File: config.mk
export PLATFORM = sky130hd
export DESIGN_NAME = sseg_scan_mux_flat
export DESIGN_NICKNAME = d
export VERILOG_FILES = /design/src/rtl/sseg_scan_mux_pkg.sv /design/src/rtl/sseg_scan_mux_if.sv /design/src/rtl/sseg_refresh_timer.sv /design/src/rtl/sseg_scan_mux.sv /design/src/flat_wrapper.sv
export SDC_FILE = /design/constraint.sdc
export NUM_CORES = 1
export LEC_CHECK = 0
export ABC_CLOCK_PERIOD_IN_PS = 5550
export BUFFER_PORTS_ARGS = -buffer_cell sky130_fd_sc_hd__buf_2
export CAP_MARGIN = 15
export CORE_UTILIZATION = 60
export DETAILED_ROUTE_END_ITERATION = 16
export PLACE_DENSITY = 0.84
export SLEW_MARGIN = 5
export SYNTH_ARGS = -nofsm -noshare
export SYNTH_HDL_FRONTEND = slang
export SYNTH_SLANG_ARGS = --single-unit
File: constraint.sdc
create_clock -name clk -period 5.55 [get_ports clk]
set_input_delay 0.8325 -clock clk [delete_from_list [all_inputs] [get_ports clk]]
set_output_delay 0.8325 -clock clk [all_outputs]
set_load 0.01 [all_outputs]
File: src/rtl/sseg_scan_mux_pkg.sv
// Shared constants and helpers for the 7-segment scan driver and its neighbours.
package sseg_scan_mux_pkg;

  localparam int SEG_N_DIGITS_DEFAULT    = 4;
  localparam int SEG_REFRESH_DIV_DEFAULT = 100000;
  localparam int SEG_MAX_DIGITS          = 8;

  // Common-anode digits are selected by a low anode, so "all off" is all ones.
  localparam logic [SEG_MAX_DIGITS-1:0] ANODE_OFF = '1;

  // Per-slot view of the digit currently being scanned.
  typedef struct packed {
    logic [3:0] hex;
    logic       dp_n;
    logic       dark;
  } digit_view_t;

  // Counter width for a modulus n, never narrower than one bit.
  function automatic int seg_cnt_w(input int n);
    return (n < 2) ? 1 : $clog2(n);
  endfunction

endpackage

File: src/rtl/sseg_scan_mux_if.sv
// Load bus into the scan driver and the scanned-digit outputs it returns.
interface sseg_scan_mux_if #(
  parameter int N_DIGITS = 4
);
  logic                    load;
  logic [4*N_DIGITS-1:0]   value_in;
  logic [N_DIGITS-1:0]     dp_in;
  logic [N_DIGITS-1:0]     digit_en;
  logic [3:0]              hex_out;
  logic [N_DIGITS-1:0]     anode_out;
  logic                    dp_out;
  logic                    frame_out;

  modport master (
    output load, value_in, dp_in, digit_en,
    input  hex_out, anode_out, dp_out, frame_out
  );

  modport slave (
    input  load, value_in, dp_in, digit_en,
    output hex_out, anode_out, dp_out, frame_out
  );
endinterface

File: src/rtl/sseg_refresh_timer.sv
// Slot prescaler and digit index counter for the scan driver.
module sseg_refresh_timer
  import sseg_scan_mux_pkg::*;
#(
  parameter int N_DIGITS    = SEG_N_DIGITS_DEFAULT,
  parameter int REFRESH_DIV = SEG_REFRESH_DIV_DEFAULT
) (
  input  logic                           clk,
  input  logic                           reset,
  output logic                           slot_tick_o,
  output logic [seg_cnt_w(N_DIGITS)-1:0] index_o,
  output logic                           frame_bnd_o
);

  localparam int PW = seg_cnt_w(REFRESH_DIV);
  localparam int IW = seg_cnt_w(N_DIGITS);

  logic [PW-1:0] presc_q, presc_d;
  logic [IW-1:0] index_q, index_d;
  logic          last_digit;

  // Prescaler wraps every REFRESH_DIV cycles; index wraps explicitly at the last digit.
  always_comb begin
    slot_tick_o = (presc_q == PW'(REFRESH_DIV - 1));
    last_digit  = (index_q == IW'(N_DIGITS - 1));
    presc_d     = slot_tick_o ? '0 : presc_q + 1'b1;
    index_d     = index_q;
    if (slot_tick_o) begin
      index_d = last_digit ? '0 : index_q + 1'b1;
    end
    frame_bnd_o = slot_tick_o & last_digit;
  end

  // Counter state register.
  always_ff @(posedge clk) begin
    if (reset) begin
      presc_q <= '0;
      index_q <= '0;
    end else begin
      presc_q <= presc_d;
      index_q <= index_d;
    end
  end

  assign index_o = index_q;

endmodule

File: src/rtl/sseg_scan_mux.sv
// Time-multiplexed scan driver for an N-digit common-anode 7-segment display.
module sseg_scan_mux
  import sseg_scan_mux_pkg::*;
#(
  parameter int N_DIGITS    = SEG_N_DIGITS_DEFAULT,
  parameter int REFRESH_DIV = SEG_REFRESH_DIV_DEFAULT,
  parameter int LZ_BLANK    = 1
) (
  input  logic          clk,
  input  logic          reset,
  sseg_scan_mux_if.slave bus
);

  localparam int IW = seg_cnt_w(N_DIGITS);
  localparam int VW = 4 * N_DIGITS;
  localparam logic [N_DIGITS-1:0] SEL_DIGIT0 = 1;
  localparam logic [N_DIGITS-1:0] ALL_DARK   = ANODE_OFF[N_DIGITS-1:0];

  logic          slot_tick;
  logic          frame_bnd_raw;
  logic          frame_bnd;
  logic [IW-1:0] index;

  sseg_refresh_timer #(
    .N_DIGITS    (N_DIGITS),
    .REFRESH_DIV (REFRESH_DIV)
  ) u_timer (
    .clk         (clk),
    .reset       (reset),
    .slot_tick_o (slot_tick),
    .index_o     (index),
    .frame_bnd_o (frame_bnd_raw)
  );

  // The boundary is only meaningful on a slot tick; qualify it explicitly.
  assign frame_bnd = slot_tick & frame_bnd_raw;

  logic [VW-1:0]       act_val_q, act_val_d;
  logic [N_DIGITS-1:0] act_dp_q,  act_dp_d;
  logic [N_DIGITS-1:0] act_en_q,  act_en_d;
  logic                pend_q,    pend_d;
  logic [VW-1:0]       sh_val_q;
  logic [N_DIGITS-1:0] sh_dp_q;
  logic [N_DIGITS-1:0] sh_en_q;

  // Tear-free update: active regs only change on a frame boundary, a load on
  // the boundary itself bypasses the shadow so it costs no extra frame.
  always_comb begin
    act_val_d = act_val_q;
    act_dp_d  = act_dp_q;
    act_en_d  = act_en_q;
    pend_d    = pend_q;
    if (frame_bnd && bus.load) begin
      act_val_d = bus.value_in;
      act_dp_d  = bus.dp_in;
      act_en_d  = bus.digit_en;
      pend_d    = 1'b0;
    end else if (frame_bnd && pend_q) begin
      act_val_d = sh_val_q;
      act_dp_d  = sh_dp_q;
      act_en_d  = sh_en_q;
      pend_d    = 1'b0;
    end else if (bus.load) begin
      pend_d    = 1'b1;
    end
  end

  // Active registers and pending flag.
  always_ff @(posedge clk) begin
    if (reset) begin
      act_val_q <= '0;
      act_dp_q  <= '0;
      act_en_q  <= '0;
      pend_q    <= 1'b0;
    end else begin
      act_val_q <= act_val_d;
      act_dp_q  <= act_dp_d;
      act_en_q  <= act_en_d;
      pend_q    <= pend_d;
    end
  end

  // Shadow capture; last load before the boundary wins. Contents are only
  // consumed while pending is set, so no reset is needed.
  always_ff @(posedge clk) begin
    if (bus.load) begin
      sh_val_q <= bus.value_in;
      sh_dp_q  <= bus.dp_in;
      sh_en_q  <= bus.digit_en;
    end
  end

  logic [N_DIGITS-1:0] lz_mask;
  logic                upper_zero;
  digit_view_t         view;
  logic [N_DIGITS-1:0] anode_d;

  // Blanking and selection for the digit at the current index. lz_mask[i] is
  // set when digit i and every digit to its left hold zero.
  always_comb begin
    upper_zero = 1'b1;
    lz_mask    = '0;
    for (int i = N_DIGITS - 1; i >= 0; i--) begin
      upper_zero = upper_zero && (act_val_q[4*i +: 4] == 4'h0);
      lz_mask[i] = upper_zero;
    end
    view.hex  = act_val_q[4*int'(index) +: 4];
    view.dark = !act_en_q[index] ||
                ((LZ_BLANK != 0) && (index != '0) && lz_mask[index]);
    view.dp_n = view.dark ? 1'b1 : ~act_dp_q[index];
    anode_d   = view.dark ? ALL_DARK : ~(SEL_DIGIT0 << index);
  end

  logic [3:0]          hex_q;
  logic [N_DIGITS-1:0] anode_q;
  logic                dp_q;
  logic                frame_q;

  // Registered display outputs; frame pulse lands as the index returns to 0.
  always_ff @(posedge clk) begin
    if (reset) begin
      hex_q   <= 4'h0;
      anode_q <= ALL_DARK;
      dp_q    <= 1'b1;
      frame_q <= 1'b0;
    end else begin
      hex_q   <= view.hex;
      anode_q <= anode_d;
      dp_q    <= view.dp_n;
      frame_q <= frame_bnd;
    end
  end

  assign bus.hex_out   = hex_q;
  assign bus.anode_out = anode_q;
  assign bus.dp_out    = dp_q;
  assign bus.frame_out = frame_q;

endmodule
File: src/flat_wrapper.sv
// flat-port wrapper written by rule: the top's interface ports become plain ports
module sseg_scan_mux_flat import sseg_scan_mux_pkg::*;
#(
  parameter int N_DIGITS    = SEG_N_DIGITS_DEFAULT,
  parameter int REFRESH_DIV = SEG_REFRESH_DIV_DEFAULT,
  parameter int LZ_BLANK    = 1
)
  (clk, reset, bus_load, bus_value_in, bus_dp_in, bus_digit_en, bus_hex_out, bus_anode_out, bus_dp_out, bus_frame_out);
  sseg_scan_mux_if #(.N_DIGITS(N_DIGITS)) bus_i ();
  input  logic clk;
  input  logic reset;
  input wire logic [$bits(bus_i.load)-1:0] bus_load;
  input wire logic [$bits(bus_i.value_in)-1:0] bus_value_in;
  input wire logic [$bits(bus_i.dp_in)-1:0] bus_dp_in;
  input wire logic [$bits(bus_i.digit_en)-1:0] bus_digit_en;
  output wire logic [$bits(bus_i.hex_out)-1:0] bus_hex_out;
  output wire logic [$bits(bus_i.anode_out)-1:0] bus_anode_out;
  output wire logic [$bits(bus_i.dp_out)-1:0] bus_dp_out;
  output wire logic [$bits(bus_i.frame_out)-1:0] bus_frame_out;
  assign bus_i.load = bus_load;
  assign bus_i.value_in = bus_value_in;
  assign bus_i.dp_in = bus_dp_in;
  assign bus_i.digit_en = bus_digit_en;
  assign bus_hex_out = bus_i.hex_out;
  assign bus_anode_out = bus_i.anode_out;
  assign bus_dp_out = bus_i.dp_out;
  assign bus_frame_out = bus_i.frame_out;
  sseg_scan_mux #(.N_DIGITS(N_DIGITS), .REFRESH_DIV(REFRESH_DIV), .LZ_BLANK(LZ_BLANK)) u_core (.clk(clk), .reset(reset), .bus(bus_i));
endmodule
-- After elaboration in Yosys (flattened, before gate mapping)
Cells that the tools add are included.
- word-level logic and storage cells: 54
- flip-flop bits (word level): 78
- muxes and demuxes: 13
- magnitude comparators: 1
- eq/ne operators: 2
- reductions and logical operators: 17
- add/sub/neg operators: 2
- bitwise gates (word level): 4
- shifts and indexed selects: 2
- operators with widths (cell ; number):
    $mux W16 ; 2
    $add A17 B1 Y17 const B ; 1
    $eq A17 B17 Y1 const B ; 1
    $logic_not A4 Y1 ; 4
    $mux W4 ; 4
    $shiftx A16 B5 Y4 ; 1
    $bmux W1 S2 ; 3
    $logic_and A1 B1 Y1 ; 6
    $not A4 Y4 ; 1
    $reduce_bool A2 Y1 ; 2
    $reduce_or A2 Y1 ; 2
    $shl A1 B2 Y4 const A ; 1
    $lt A2 B3 Y1 const B ; 1
    $mux W1 ; 3
    $reduce_or A3 Y1 ; 1
    $add A2 B1 Y2 const B ; 1
    $and A1 B1 Y1 ; 2
    $eq A2 B2 Y1 const B ; 1
    $mux W2 ; 1
    $logic_not A1 Y1 ; 1
    $logic_or A1 B1 Y1 ; 1
    $not A1 Y1 ; 1

-- Longest topological paths before layout
Gate-level depths: netlist (run 1).
- depth after elaboration: 9
- gate-level depth with buffers: 7
- gate-level depth less buffers: 5

-- Cells and area by module
Synthesis (run 1) repeated with hierarchy kept, for this count alone.
- cells, all modules: 329
- area, all modules: 3395.8 sq um
- modules (own cells, without submodules) (module ; sequential area each (sq um) ; cells an instance ; area an instance (sq um) ; times used):
    sseg_scan_mux ; 1421.4 ; 229 ; 2512.4 ; 1
    sseg_refresh_timer ; 380.4 ; 100 ; 883.3 ; 1

-- Worst setup path after synthesis (run 1)
No wires, ideal clock.
- path kind: input-to-reg
- start point: input port bus_load
- end point: register u_core.act_val_q[11]
- buffers on the path: 2
- setup slack: 3.239 ns
- data required time: 5.480 ns
- arrival: 2.240 ns
- stages on the path: 5
- cell sequence: clkbuf_1 -> or2_2 -> a41oi_1 -> clkbuf_1 -> o2bb2ai_1
- longest elaborated chain between the ends: 2
- elaborated cells between the ends (all ways): 3
- RTL lines (what ; line ; text):
    start, declared ; flat_wrapper.sv:12 ; input wire logic [$bits(bus_i.load)-1:0] bus_load;
    $logic_and A1 B1 Y1 (*) ; sseg_scan_mux.sv:53 ; if (frame_bnd && bus.load) begin
    $mux W16 or $reduce_bool A2 Y1 (tied branches) ; -- ;
    end signal, assigned ; sseg_scan_mux.sv:76 ; act_val_q <= act_val_d;
    end, declared ; sseg_scan_mux.sv:38 ; logic [VW-1:0] act_val_q, act_val_d;
Mark *: on every way between the ends. The rest lies on a longest branch, timed or not.
A chain may end at the register's enable or synchronous reset.

-- Worst setup path after layout (run 1)
- start point: register u_core.u_timer.presc_q[0]
- end point: register u_core.act_val_q[7]
- longest elaborated chain between the ends: 5
- elaborated cells between the ends (all ways): 7
- RTL lines (what ; line ; text):
    start, declared ; sseg_refresh_timer.sv:18 ; logic [PW-1:0] presc_q, presc_d;
    start signal, assigned ; sseg_refresh_timer.sv:40 ; presc_q <= presc_d;
    $eq A17 B17 Y1 (*) ; sseg_refresh_timer.sv:24 ; slot_tick_o = (presc_q == PW'(REFRESH_DIV - 1));
    $and A1 B1 Y1 ; sseg_refresh_timer.sv:31 ; frame_bnd_o = slot_tick_o & last_digit;
    $and A1 B1 Y1 (*) ; sseg_scan_mux.sv:36 ; assign frame_bnd = slot_tick & frame_bnd_raw;
    $logic_and A1 B1 Y1 (on tied branches) ; sseg_scan_mux.sv:53, sseg_scan_mux.sv:58 ;
    $mux W16 or $reduce_bool A2 Y1 (tied branches) ; -- ;
Marks and branches as above.

==> results of run 1 <==
## worst paths after layout
check | from | endpoint | slack (ns) | cells after the start
setup / recovery | u_core.u_timer.presc_q[0] | u_core.act_val_q[7] | 2.90 | 6
hold / removal | u_core.u_timer.presc_q[0] | u_core.u_timer.presc_q[0] | 0.45 | 1
setup reg to reg | u_core.u_timer.presc_q[0] | u_core.act_val_q[7] | 2.90 | 6
hold reg to reg | u_core.u_timer.presc_q[0] | u_core.u_timer.presc_q[0] | 0.45 | 1
## state kept, by name, indices dropped and copies added, names as in the netlist, 2 cells and up
name	flops
u_core.u_timer.presc_q	17
u_core.bus.hex_out	4
u_core.act_dp_q	4
u_core.act_val_q	16
u_core.sh_en_q	4
u_core.u_timer.index_o	2
u_core.sh_dp_q	4
u_core.sh_val_q	16
u_core.bus.anode_out	4
u_core.act_en_q	4
## report_power, final
part           switching (W)  leakage (nW)  internal (W)   total, W
clock network       0.000187        0.0986      0.000251   0.000438
registers         0.00000624         0.671      0.000605   0.000611
logic              0.0000301         0.476     0.0000177  0.0000478
total               0.000224          1.25      0.000873    0.00110
## placed cells by master (no fill, tap or decap), types with 2 or more instances in the layout
| cell type | n |
|---|---|
| dfxtp_1 | 54 |
| buf_2 | 36 |
| a22oi_1 | 24 |
| edfxtp_1 | 24 |
| nor2_1 | 21 |
| o2bb2ai_2 | 19 |
| xnor2_1 | 12 |
| nand3_1 | 9 |
| clkbuf_8 | 9 |
| nor4_1 | 8 |
| inv_1 | 7 |
| nor3_1 | 6 |
| nor2b_1 | 6 |
| mux4_2 | 6 |
| nand2_1 | 6 |
| nand4_1 | 5 |
| o2bb2ai_1 | 5 |
| ha_1 | 5 |
| a21oi_1 | 3 |
| o21ai_0 | 2 |
| xor2_1 | 2 |
| clkbuf_1 | 2 |
| bufinv_16 | 2 |
| clkinv_1 | 2 |
| buf_4 | 2 |
## cell families (layout without fill, tap and decap cells)
family                     Yosys count  after routing  synth area share [%]
xor gates and xnor gates            14             14                 3.804
AOI/OAI and AO/OA                   56             56                 17.47
adders and majority gates            5              5                 1.941
muxes                                6              6                 4.193
buffers and inverters               24             62                 4.076
and+or+nand+nor                     72             72                 12.62
DFF                                 78             78                 55.90
## per-stage QoR
| step | cells | total power (W) |
|---|---|---|
| floorplan | 255 | 0.0006485 |
| global placement | 346 | 0.0006681 |
| detailed placement | 346 | 0.0006711 |
| CTS | 362 | 0.001103 |
| global route | 363 | 0.001140 |
| finish | 363 | 0.001097 |
## routing by layer
metal	share of wire (%)	wire (µm)	track usage [%]	vias to the layer above
met1	45	2728	31.36	1035
met3	4.1	251	7.672	13
met5	0	0	0	-
li1	-	-	-	1032
met4	2.3	141	10.29	0
met2	49	2958	36.41	61
## area by class of cell
cell class	instances	share of cell area (%)
tap	70	2.405
multi-input combinational	153	35.62
timing repair buffer	39	6.115
sequential	78	49.47
clock buffer	11	3.607
clock inverter	5	2.061
inverter	7	0.7214
==> reports/results.ini, run 1 <==
[placed_design]
postPlaceCellArea_mm2=0.003408
port_buffers=36
place_worst_setup_slack_ns=2.748
detailed_place_hpwl_mm=3.942
gp_congestion=0.7962

[synthesis]
synth_cells=255
synth_top_area_share_pct=33.54
yosys_warnings=0
synth.area.top_cells=dfxtp_1, edfxtp_1, o2bb2ai_2, a22oi_1, mux4_2
syn-cell-area_mm2=0.003223
ys_types=37
ys_top_cells_by_count=dfxtp_1, a22oi_1, edfxtp_1
synth_top_flop_cell=dfxtp_1
synth-seq-area-share_pct=55.90
yosysMostFrequentCell=dfxtp_1
synth_edf_count=24
syn_avg_cell_area_um2=12.64
async_flop_share_pct=0
ys_ff_latch=78
syn_nets=287
yosys.area.top_type=dfxtp_1

[floorplanning]
dieArea_mm2=0.005669
die_x_um=75.29
fp-row-count=26
start_util_pct=62.71
core_mm2=0.005140
dieHeight_um=75.29
io_pins=37

[sta]
skew_ns=0.01090
max_freq_mhz=376.9
fin_hold_ws_ns=0.4494
slew_violations=0
rsz0062_at_grt=false
tns_ns=0
min_period_ns=2.653
fin_ws_ns=2.897
relSlewSlack_pct=36.74
setup_viol=0
hold_violations=0
tightest_slew_ns=0.9489
fin_crit_sh_pct=47.81

[setup_path]
cp.arrival_ns=2.92
cp_slowest_stage_delay_ns=0.64
crit_path_max_fanout=18
cp-end-kind=register
path_cells=ha_1 > nand4_1 > or4_4 > or3b_1 > buf_16 > o2bb2ai_1
required_ns=5.81
cp.buffers_inverters=1
path_delay_family=simple AND/OR/NAND/NOR gates
cpMaxStageDelayCell=or4_4
setup.worst_path.class=register to register
cp-start-kind=register

[final_layout]
final_layout_size_suffix_gt1_share_pct=27.65
fill_cells=376
syn_to_final_growth_pct=13.00
multi_input_area_mm2=0.001297
diodes=0
final_area_mm2=0.003642
finalCoreUtilization_pct=70.86
regArea_mm2=0.001802
nets=320

[drt]
viasPerCell=5.898
ant_nets=0
route.detailed.drc=0
drt-total-wl_mm=6.081
drt_pre_antenna_iters=4
drt-wirelength-per-cell_um=16.75
vias=2141
drtIter0Drc=168

[grt]
grt_pass1_vias=2045
grt_antenna_before_repair=0
grt_pass1_wl_mm=9.646
grt_overflow=0
grt_max_degree=52
grt_use_total_pct=23.82

[clock_tree]
cts.sink_count=78
post_cts_buffers=0
cts_buffers=9
cts_tree=yes
cts.clk_slew.worst_paths_ns=0.07
cts_hold_buf=0
htree_levels=3
cts_root_buf=clkbuf_8
clk_latency_ns=0.34
cts_resized=0
cts_buffer_depth=2

[worst_hold_path]
hp-class=register to register

[run]
cap_violations=0

[power]
p_per_area_mw_per_mm2=301.2
power_leakage_nw=1.245
vdd_ir_drop_max_v=0.0002252

[run_status]
status=finished, final reports clean

Power figures use the tool's default switching activity.
==> run 2: changes to the inputs <==
- ABC_CLOCK_PERIOD_IN_PS: 5550 -> 2500
- CORE_UTILIZATION: 60 -> 57
- PLACE_DENSITY: 0.84 -> 0.8
- clock period: 5.55 -> 2.5 ns (I/O delays scaled with it)
==> run 2 against run 1 <==
Compared with the run above: clock power increased to 2.6 times the previous value; highest routed layer unchanged; power increased by 140%; final cell count increased by 2.2%; combinational power increased by 120%; non-clock buffer count increased by 6.
==> reports/results.ini, run 2 (synthesis results as in run 1) <==
[run_status]
status=finished, final reports clean

[sta]
hold_violations=0  ; unchanged
tns_ns=0  ; unchanged
slew_violations=0  ; unchanged
max_freq_mhz=449.9  ; +19%
min_period_ns=2.223  ; -0.4306 ns
tightest_slew_ns=0.5420  ; -0.4069 ns
fin_crit_sh_pct=88.91  ; +41 points
rsz0062_at_grt=false
setup_viol=0  ; unchanged
relSlewSlack_pct=63.87  ; +27 points
skew_ns=0.007289  ; -0.003607 ns

[placed_design]
port_buffers=36  ; unchanged
detailed_place_hpwl_mm=3.904  ; -0.97%
postPlaceCellArea_mm2=0.003463  ; +1.6%
gp_congestion=0.8345  ; +4.8%

[final_layout]
regMostFlops=u_core.u_timer.presc_q
diodes=0  ; unchanged
final_cell_mix=dfxtp_1, buf_2, a22oi_1, edfxtp_1, nor2_1
final_area_mm2=0.003717  ; +2.1%
layout_commonest_cell=dfxtp_1
nets=326  ; +1.9%
largest_registers=u_core.u_timer.presc_q x17, u_core.act_val_q x16, u_core.sh_val_q x16
final_layout_size_suffix_gt1_share_pct=30.10  ; +2.5 points
syn_to_final_growth_pct=15.33
fill_cells=414  ; +10%
largest_reg_flops=17  ; unchanged

[worst_hold_path]
hp-class=input port to register
min_path_cells=1  ; unchanged
hold_end=u_core.sh_en_q[1]
hp-start=bus_digit_en[1]

[floorplanning]
core_mm2=0.005473  ; +6.5%
fp-row-count=27  ; +3.8%
die_x_um=77.20  ; +2.5%
dieHeight_um=77.20  ; +2.5%
io_pins=37  ; unchanged
dieArea_mm2=0.005959  ; +5.1%
start_util_pct=58.89  ; -3.8 points

[power]
clkPwrFrac_pct=43.6  ; +3.7 points
power_frac_comb_pct=4.1  ; -0.3 points
switching_share_pct=19.36  ; -1.0 points
power_leakage_nw=1.295  ; +4.0%
p_per_area_mw_per_mm2=697.0  ; +130%
p_sw_w=0.0005016  ; +120%
vdd_ir_drop_max_v=0.0004469  ; +98%
seqPwrFrac_pct=52.3  ; -3.4 points
cell_internal_pwr_w=0.002089  ; +140%

[grt]
grt_antenna_before_repair=0  ; unchanged
grt_pass1_wl_mm=9.798  ; +1.6%
grt_use_total_pct=21.66  ; -2.2 points
grt_overflow=0  ; unchanged
grt_max_degree=50  ; -3.8%
grt_pass1_vias=2038  ; -0.34%

[setup_path]
setup.worst_path.class=register to register
cp_slowest_stage_delay_ns=0.51  ; -0.13 ns
cp.arrival_ns=2.50  ; -0.42 ns
reg2regPathDepth=5  ; -1
crit_path_max_fanout=25  ; +7
cp-start-kind=register
required_ns=2.77  ; -3.04 ns
r2r-start=u_core.u_timer.presc_q[5]
worstReg2RegEnd=u_core.act_val_q[11]
ff2ff_setup_slack_ns=0.28  ; -2.62 ns
path_cells=or4b_1 > or4_4 > or3b_1 > buf_4 > o2bb2ai_1
cpMaxStageDelayCell=or4b_1
cp-end-kind=register

[run]
cap_violations=0  ; unchanged

[clock_tree]
clk_latency_ns=0.35  ; about the same
post_cts_buffers=0  ; unchanged
cts.sink_count=78  ; unchanged
cts_buffer_depth=2  ; unchanged
cts_buffers=9  ; unchanged
cts_root_buf=clkbuf_8
cts_tree=yes
cts.clk_slew.worst_paths_ns=0.08  ; about the same
htree_levels=3  ; unchanged
cts_hold_buf=0  ; unchanged
cts_resized=0  ; unchanged

[drt]
drtIter0Drc=132  ; -21%
viasPerCell=5.693  ; -3.5%
drt-wirelength-per-cell_um=15.45  ; -7.8%
maxUsedRoutingLayer=met4
drt_pre_antenna_iters=4  ; unchanged
route.detailed.drc=0  ; unchanged
drt-total-wl_mm=5.732  ; -5.7%
met2_length_mm=2.569  ; -13%
ant_nets=0  ; unchanged
met3_length_um=215  ; -14%
wl_met1_mm=2.804  ; +2.8%
vias=2112  ; -1.4%

## run 2: cell count changes in the layout (fill, tap and decap cells not counted), sizes merged
cell,previous run,this run
clkbuf,11,14
buf,39,45
clkinvlp,1,0
clkinv,2,0
## run 2: power groups by stage
stage          clock (W)  sequential, W  combinational (W)
6_report         0.00113        0.00136           0.000106
3_3_place_gp           0        0.00138           0.000103
5_1_grt          0.00121        0.00136           0.000118
4_1_cts          0.00115        0.00136           0.000107
3_5_place_dp           0        0.00138           0.000106
2_1_floorplan          0        0.00138          0.0000591
## run 2: worst max-delay path, delay by kind of cell (launching register included)
family / cells / cell delay [ns]
buffers and inverters: 1 / 0.25
AO/OA/AOI/OAI: 1 / 0.20
flip-flops: 1 / 0.36
AND/OR/NAND/NOR: 3 / 1.32
## run 2: area by class of cell
cell class                 count  area, µm²  area share [%]
tap                           72      90.09           2.423
clock buffer                  14      193.9           5.217
timing repair buffer          45      247.7           6.664
inverter                       7      26.28          0.7068
clock inverter                 2      60.06           1.616
sequential                    78       1802           48.47
multi-input combinational    153       1297           34.90
## run 2: worst max-delay path by stage
stage	startpoint	endpoint	slack [ns]	cells after the start
6_report	u_core.u_timer.presc_q[5]	u_core.act_val_q[11]	0.28	5
3_3_place_gp	u_core.u_timer.presc_q[6]	u_core.act_val_q[11]	0.37	5
4_1_cts	u_core.u_timer.presc_q[6]	u_core.act_val_q[11]	0.28	5
5_1_grt	u_core.u_timer.presc_q[0]	u_core.act_val_q[11]	0.19	6
2_1_floorplan	u_core.u_timer.presc_q[0]	u_core.act_val_q[15]	0.34	7
3_5_place_dp	u_core.u_timer.presc_q[6]	u_core.act_val_q[11]	0.29	5
## run 2: per-stage QoR
stage	hold slack [ns]	instances	power [W]	util (%)	setup WS, ns
final	0.2155	371	0.002591	67.92	0.2772
after detailed placement	0.4360	355	0.001491	63.28	0.2923
after CTS	0.2036	371	0.002608	67.92	0.2788
after global placement	0.4304	355	0.001486	63.28	0.3683
after floorplan	0.4175	255	0.001440	-	0.3366
after global routing	0.2044	371	0.002684	67.92	0.1861
## run 2: routing by layer
layer | GRT usage, % | vias up
li1 | - | 1043
met1 | 29.80 | 1007
met2 | 31.77 | 52
met3 | 4.524 | 10
met4 | 11.89 | 0
met5 | 0 | -
